<file path="config.mk">
export PLATFORM = sky130hd
export DESIGN_NAME = tracing_unit_param_flat
export DESIGN_NICKNAME = d
export VERILOG_FILES = /design/src/rtl/tracing_unit_param_if.sv /design/src/rtl/tracing_unit_param.sv /design/src/flat_wrapper.sv
export SDC_FILE = /design/constraint.sdc
export NUM_CORES = 1
export LEC_CHECK = 0
export ABC_CLOCK_PERIOD_IN_PS = 7600
export CAP_MARGIN = 20
export CORE_ASPECT_RATIO = 0.9
export CORE_MARGIN = 1.5
export CORE_UTILIZATION = 51
export DETAILED_ROUTE_END_ITERATION = 16
export PLACE_DENSITY = 0.75
export SYNTH_ARGS = -nofsm -noshare
export SYNTH_HDL_FRONTEND = slang
export SYNTH_SLANG_ARGS = --single-unit
</file>
<file path="constraint.sdc">
create_clock -name clk -period 7.6 [get_ports clk]
set_clock_uncertainty 0.1 [all_clocks]
set_input_delay 1.14 -clock clk [delete_from_list [all_inputs] [get_ports clk]]
set_output_delay 1.14 -clock clk [all_outputs]
set_load 0.02 [all_outputs]
</file>
<file path="src/rtl/tracing_unit_param_if.sv">
`default_nettype none
// ---------------------------------------------------------------------------
// tracing_unit_param_if : inline val/yum link plus trace drain port
// Revision 1.0
// ---------------------------------------------------------------------------
interface tracing_unit_param_if #(
  parameter int FLIT_W = 64,
  parameter int TS_W   = 16
);
  logic [FLIT_W-1:0]      din_msg;
  logic                   din_val;
  logic                   din_yum;
  logic [FLIT_W-1:0]      dout_msg;
  logic                   dout_val;
  logic                   dout_yum;
  logic [TS_W+FLIT_W-1:0] trace_data;
  logic                   trace_val;
  logic                   trace_rdy;

  modport slave (
    input  din_msg, din_val, dout_yum, trace_rdy,
    output din_yum, dout_msg, dout_val, trace_data, trace_val
  );

  modport master (
    output din_msg, din_val, dout_yum, trace_rdy,
    input  din_yum, dout_msg, dout_val, trace_data, trace_val
  );
endinterface
`default_nettype wire

</file>
<file path="src/rtl/tracing_unit_param.sv">
`default_nettype none
// ---------------------------------------------------------------------------
// tracing_unit_param : zero-latency NoC tap with framing, counters, trace FIFO
// Revision 1.0
// ---------------------------------------------------------------------------
module tracing_unit_param #(
  parameter int FLIT_W      = 64,
  parameter int LEN_LO      = 22,
  parameter int LEN_W       = 8,
  parameter int TRACE_DEPTH = 8,
  parameter int TS_W        = 16,
  parameter int CNT_W       = 32
) (
  input  logic                 clk,
  input  logic                 rst_n,
  tracing_unit_param_if.slave  bus,
  input  logic                 trace_en,
  input  logic                 clear,
  output logic [CNT_W-1:0]     flit_cnt,
  output logic [CNT_W-1:0]     msg_cnt,
  output logic [CNT_W-1:0]     drop_cnt,
  output logic                 in_body,
  output logic                 overflow,
  output logic                 proto_err
);

  localparam int               PTR_W    = $clog2(TRACE_DEPTH);
  localparam logic [PTR_W:0]   FULL_CNT = (PTR_W+1)'(TRACE_DEPTH);

  typedef enum logic [0:0] {
    ST_HEADER = 1'b0,
    ST_BODY   = 1'b1
  } state_t;

  state_t                  r_state, w_state_nxt;
  logic [LEN_W-1:0]        r_rem, w_rem_nxt, w_len;
  logic [TS_W-1:0]         r_ts;
  logic [TS_W+FLIT_W-1:0]  r_mem [TRACE_DEPTH];
  logic [PTR_W-1:0]        r_wr_ptr, r_rd_ptr;
  logic [PTR_W:0]          r_count;
  logic                    w_xfer, w_hdr_xfer, w_empty, w_full;
  logic                    w_pop, w_push_req, w_push, w_drop;

  assign bus.dout_msg = bus.din_msg;
  assign bus.dout_val = bus.din_val;
  assign bus.din_yum  = bus.dout_yum;

  assign w_xfer     = bus.din_val & bus.dout_yum;
  assign w_len      = bus.din_msg[LEN_LO +: LEN_W];
  assign w_hdr_xfer = w_xfer & (r_state == ST_HEADER);
  assign in_body    = (r_state == ST_BODY);

  always_comb begin
    w_state_nxt = r_state;
    w_rem_nxt   = r_rem;
    if (w_xfer) begin
      case (r_state)
        ST_HEADER: begin
          if (w_len != '0) begin
            w_state_nxt = ST_BODY;
            w_rem_nxt   = w_len;
          end
        end
        ST_BODY: begin
          if (r_rem == LEN_W'(1)) w_state_nxt = ST_HEADER;
          else                    w_rem_nxt   = r_rem - LEN_W'(1);
        end
      endcase
    end
  end

  // Framing state survives clear so an in-flight message stays in sync.
  always_ff @(posedge clk or negedge rst_n) begin
    if (!rst_n) begin
      r_state <= ST_HEADER;
      r_rem   <= '0;
      r_ts    <= '0;
    end else begin
      r_state <= w_state_nxt;
      r_rem   <= w_rem_nxt;
      r_ts    <= r_ts + TS_W'(1);
    end
  end

  assign w_empty    = (r_count == '0);
  assign w_full     = (r_count == FULL_CNT);
  assign w_pop      = ~w_empty & bus.trace_rdy;
  assign w_push_req = w_hdr_xfer & trace_en;
  assign w_push     = w_push_req & (~w_full | w_pop);
  assign w_drop     = w_push_req & ~w_push;

  assign bus.trace_val  = ~w_empty;
  assign bus.trace_data = w_empty ? '0 : r_mem[r_rd_ptr];

  always_ff @(posedge clk) begin
    if (w_push && !clear) r_mem[r_wr_ptr] <= {r_ts, bus.din_msg};
  end

  always_ff @(posedge clk or negedge rst_n) begin
    if (!rst_n) begin
      r_wr_ptr  <= '0;
      r_rd_ptr  <= '0;
      r_count   <= '0;
      flit_cnt  <= '0;
      msg_cnt   <= '0;
      drop_cnt  <= '0;
      overflow  <= 1'b0;
      proto_err <= 1'b0;
    end else if (clear) begin
      r_wr_ptr  <= '0;
      r_rd_ptr  <= '0;
      r_count   <= '0;
      flit_cnt  <= '0;
      msg_cnt   <= '0;
      drop_cnt  <= '0;
      overflow  <= 1'b0;
      proto_err <= 1'b0;
    end else begin
      if (w_push) r_wr_ptr <= r_wr_ptr + PTR_W'(1);
      if (w_pop)  r_rd_ptr <= r_rd_ptr + PTR_W'(1);
      if (w_push && !w_pop)      r_count <= r_count + (PTR_W+1)'(1);
      else if (w_pop && !w_push) r_count <= r_count - (PTR_W+1)'(1);
      if (w_xfer)     flit_cnt <= flit_cnt + CNT_W'(1);
      if (w_hdr_xfer) msg_cnt  <= msg_cnt + CNT_W'(1);
      if (w_drop) begin
        overflow <= 1'b1;
        if (drop_cnt != '1) drop_cnt <= drop_cnt + CNT_W'(1);
      end
      if (bus.dout_yum && !bus.din_val) proto_err <= 1'b1;
    end
  end

endmodule
`default_nettype wire

</file>
<file path="src/flat_wrapper.sv">
// flat-port wrapper written by rule: the top's interface ports become plain ports
module tracing_unit_param_flat 
#(
  parameter int FLIT_W      = 64,
  parameter int LEN_LO      = 22,
  parameter int LEN_W       = 8,
  parameter int TRACE_DEPTH = 8,
  parameter int TS_W        = 16,
  parameter int CNT_W       = 32
)
  (clk, rst_n, trace_en, clear, flit_cnt, msg_cnt, drop_cnt, in_body, overflow, proto_err, bus_din_msg, bus_din_val, bus_dout_yum, bus_trace_rdy, bus_din_yum, bus_dout_msg, bus_dout_val, bus_trace_data, bus_trace_val);
  tracing_unit_param_if #(.FLIT_W(FLIT_W), .TS_W(TS_W)) bus_i ();
  input  logic clk;
  input  logic rst_n;
  input  logic trace_en;
  input  logic clear;
  output logic [CNT_W-1:0] flit_cnt;
  output logic [CNT_W-1:0] msg_cnt;
  output logic [CNT_W-1:0] drop_cnt;
  output logic in_body;
  output logic overflow;
  output logic proto_err;
  input wire logic [$bits(bus_i.din_msg)-1:0] bus_din_msg;
  input wire logic [$bits(bus_i.din_val)-1:0] bus_din_val;
  input wire logic [$bits(bus_i.dout_yum)-1:0] bus_dout_yum;
  input wire logic [$bits(bus_i.trace_rdy)-1:0] bus_trace_rdy;
  output wire logic [$bits(bus_i.din_yum)-1:0] bus_din_yum;
  output wire logic [$bits(bus_i.dout_msg)-1:0] bus_dout_msg;
  output wire logic [$bits(bus_i.dout_val)-1:0] bus_dout_val;
  output wire logic [$bits(bus_i.trace_data)-1:0] bus_trace_data;
  output wire logic [$bits(bus_i.trace_val)-1:0] bus_trace_val;
  assign bus_i.din_msg = bus_din_msg;
  assign bus_i.din_val = bus_din_val;
  assign bus_i.dout_yum = bus_dout_yum;
  assign bus_i.trace_rdy = bus_trace_rdy;
  assign bus_din_yum = bus_i.din_yum;
  assign bus_dout_msg = bus_i.dout_msg;
  assign bus_dout_val = bus_i.dout_val;
  assign bus_trace_data = bus_i.trace_data;
  assign bus_trace_val = bus_i.trace_val;
  tracing_unit_param #(.FLIT_W(FLIT_W), .LEN_LO(LEN_LO), .LEN_W(LEN_W), .TRACE_DEPTH(TRACE_DEPTH), .TS_W(TS_W), .CNT_W(CNT_W)) u_core (.clk(clk), .rst_n(rst_n), .bus(bus_i), .trace_en(trace_en), .clear(clear), .flit_cnt(flit_cnt), .msg_cnt(msg_cnt), .drop_cnt(drop_cnt), .in_body(in_body), .overflow(overflow), .proto_err(proto_err));
endmodule
</file>
==> results_dict.tcl <==
set metrics [dict create \
    avgSynthCellArea_um2 17.3 \
    cts-hold-fix-buffers 0 \
    status "complete, no violations" \
    end_kind "output pin" \
    vdd_drop_max_v 0.000212 \
    register_area_um2 22600 \
    gp_congestion 0.811 \
    netlist_instances 1835 \
    area_growth_pct 19.7 \
    p_int_mw 8.10 \
    yosysWarnings 0 \
    cts_root_buf "clkbuf_16" \
    worst_ep_arrival_time_ps 3740 \
    grt_pass1_wl_mm 104 \
    swShare_pct 28.5 \
    detail_route.first_pass.iterations 5 \
    hold_violations 0 \
    hold_path.class "flip-flop to flip-flop" \
    p_leak_nw 12.3 \
    first_iter_violations 1468 \
    report.final.slew_viol_count 0 \
    antennaDiodeCount 0 \
    cts_resized 0 \
    fin_util_pct 61.9 \
    final_cells 2952 \
    p_comb_share_pct 24.1 \
    synth_top_area_share_pct 60.6 \
    die-area_um2 63700 \
    path_clk_slew_ps 60 \
    syn-cell-area_um2 31700 \
    coreArea_um2 61300 \
    ios 317 \
    setup_viol 0 \
    seqPwrFrac_pct 41.8 \
    yosysMostFrequentCell "edfxtp_1" \
    fin_nets 2176 \
    initial_core_util_pct 51.7 \
    ys.flop_type "edfxtp_1" \
    ys_seq_area_share_pct 71.1 \
    clkSinkCount 773 \
    cts_tree "built" \
    routed-via-count 17400 \
    cp-start-kind "flip-flop" \
    synth_edf_count 640 \
    cts_setup_buffers 0 \
    clock_power_share_pct 34.1 \
    cts_max_level 3 \
    power_switching_mw 3.24 \
    port_buffers 316 \
    finalSetupTns_ps 0 \
    die_w_um 266 \
    worst_pin_slew_ps 993 \
    clk_latency_ps 640 \
    track_usage_pct 21.5 \
    relSlewSlack_pct 33.8 \
    fmax_ghz 0.201 \
    yosys-top-cells-area "edfxtp_1, mux4_2, dfrtp_1" \
    ant_nets 0 \
    overflow 0 \
    antenna_found_initial 1 \
    synth_seq_cells 773 \
    drive_above_1_share_pct 15.7 \
    synth_nets 1917 \
    cp.required_ps 6360 \
    synthTopCellsByCount "edfxtp_1, nor2_1, mux4_2" \
    pwr_density_cell_nw_per_um2 299 \
    cts_buffers 79 \
    fillers 4304 \
    rsz0062_at_grt "no" \
    path_class "flip-flop to output pin" \
    wl_per_cell_um 23.1 \
    die_h_um 240 \
    dp_cells 2805 \
    wirelength_mm 68.1 \
    avgViaCountPerCell 5.88 \
    finalCriticalPeriod_ps 4980 \
    maxCapViolCount 0 \
    async_flop_share_pct 17.2 \
    grt_pass1_vias 17500 \
    clock_path_buffers 3 \
    multi_input_area_um2 8270 \
    grt_max_degree 87 \
    drc 0 \
    yosys.cell_types.count 59 \
    path_max_fanout 49 \
    rows 86 \
    fin_crit_sh_pct 65.5 \
    synth_area_leader_cell "edfxtp_1" \
    dpl.hpwl_mm 38.9 \
]
-- state kept, by name, indices dropped and copies added, names as in the netlist --
| signal | count |
|---|---|
| u_core.r_ts | 16 |
| u_core.r_rd_ptr | 3 |
| u_core.r_mem | 640 |
| u_core.msg_cnt | 32 |
| u_core.flit_cnt | 32 |
| u_core.r_rem | 8 |
| u_core.r_count | 4 |
| u_core.proto_err | 1 |
| u_core.r_wr_ptr | 3 |
| u_core.drop_cnt | 32 |
| u_core.in_body | 1 |
| u_core.overflow | 1 |
-- worst max-delay path, cell delays in order, from the launching register on --
cell and delay [ps]:
dfrtp_4 1050, buf_12 440, mux4_2 560, mux2i_1 340
nor2_1 80, clkdlybuf4s50_1 590
-- layout make-up --
type | instances | share of cell area (%)
repair buffers | 339 | 9.03
multi-input cells | 874 | 21.8
well taps | 792 | 2.61
flip-flops and latches | 773 | 59.4
inverters | 27 | 0.267
clock buffers | 99 | 5.51
clock inverters | 48 | 1.41
-- cells by family after synthesis --
family	Yosys count	synth area share (%)
AOI/OAI and AO/OA	112	2.09
xor gates and xnor gates	73	2.01
adders and majority gates	11	0.457
buffers and inverters	188	3.14
DFF	773	71.1
muxes	250	14.2
and+or+nand+nor	428	7.04
-- power by group through the flow --
| stage | Combinational (mW) | Sequential, mW | Clock [mW] |
|---|---|---|---|
| 2_1_floorplan | 1.68 | 4.74 | 0 |
| 3_3_place_gp | 2.71 | 4.85 | 0 |
| 3_5_place_dp | 2.75 | 4.84 | 0 |
| 4_1_cts | 2.77 | 4.75 | 3.93 |
| 5_1_grt | 2.91 | 4.76 | 4.10 |
| 6_report | 2.73 | 4.74 | 3.87 |
-- placed cells by master (no fill, tap or decap), drive strengths merged, types with 30 or more instances in the layout --
master         Yosys  layout
nand4             32      32
clkdlybuf4s50      0     314
mux2i             86      86
a21oi             53      53
edfxtp           640     640
nand2             46      46
nor2             170     170
dfrtp            133     133
xnor2             47      47
clkinv             0      30
inv               27      30
mux4             160     160
clkbuf            61      99
nand3             43      43
-- through the flow --
stage               setup slack, ps  power (mW)  hold slack [ps]  area, µm²
floorplan                      1480        6.43              400      31700
global placement               2800        7.56              396      35300
detailed placement             2730        7.59              404      35300
CTS                            2490        11.4              421      38000
global route                   2330        11.8              441      38000
finish                         2620        11.3              415      38000
-- per-layer routing --
layer	track usage, %	wire (µm)
met1	30.3	29200
met2	34.4	33300
met3	4.56	4230
met4	5.87	1460
met5	0	7
-- final timing paths --
kind / slack [ps] / from / endpoint / depth (start not counted)
min in group asynchronous: 460 / rst_n / u_core.msg_cnt[27] / 1
max: 2620 / u_core.r_rd_ptr[0] / bus_trace_data[78] / 5
min: 420 / u_core.proto_err / u_core.proto_err / 2
max in group asynchronous: 5710 / rst_n / u_core.msg_cnt[9] / 2
min reg2reg: 420 / u_core.proto_err / u_core.proto_err / 2
max reg2reg: 3760 / u_core.in_body / u_core.r_mem[0][77] / 6
No activity file was read; power rests on OpenSTA's default activity.
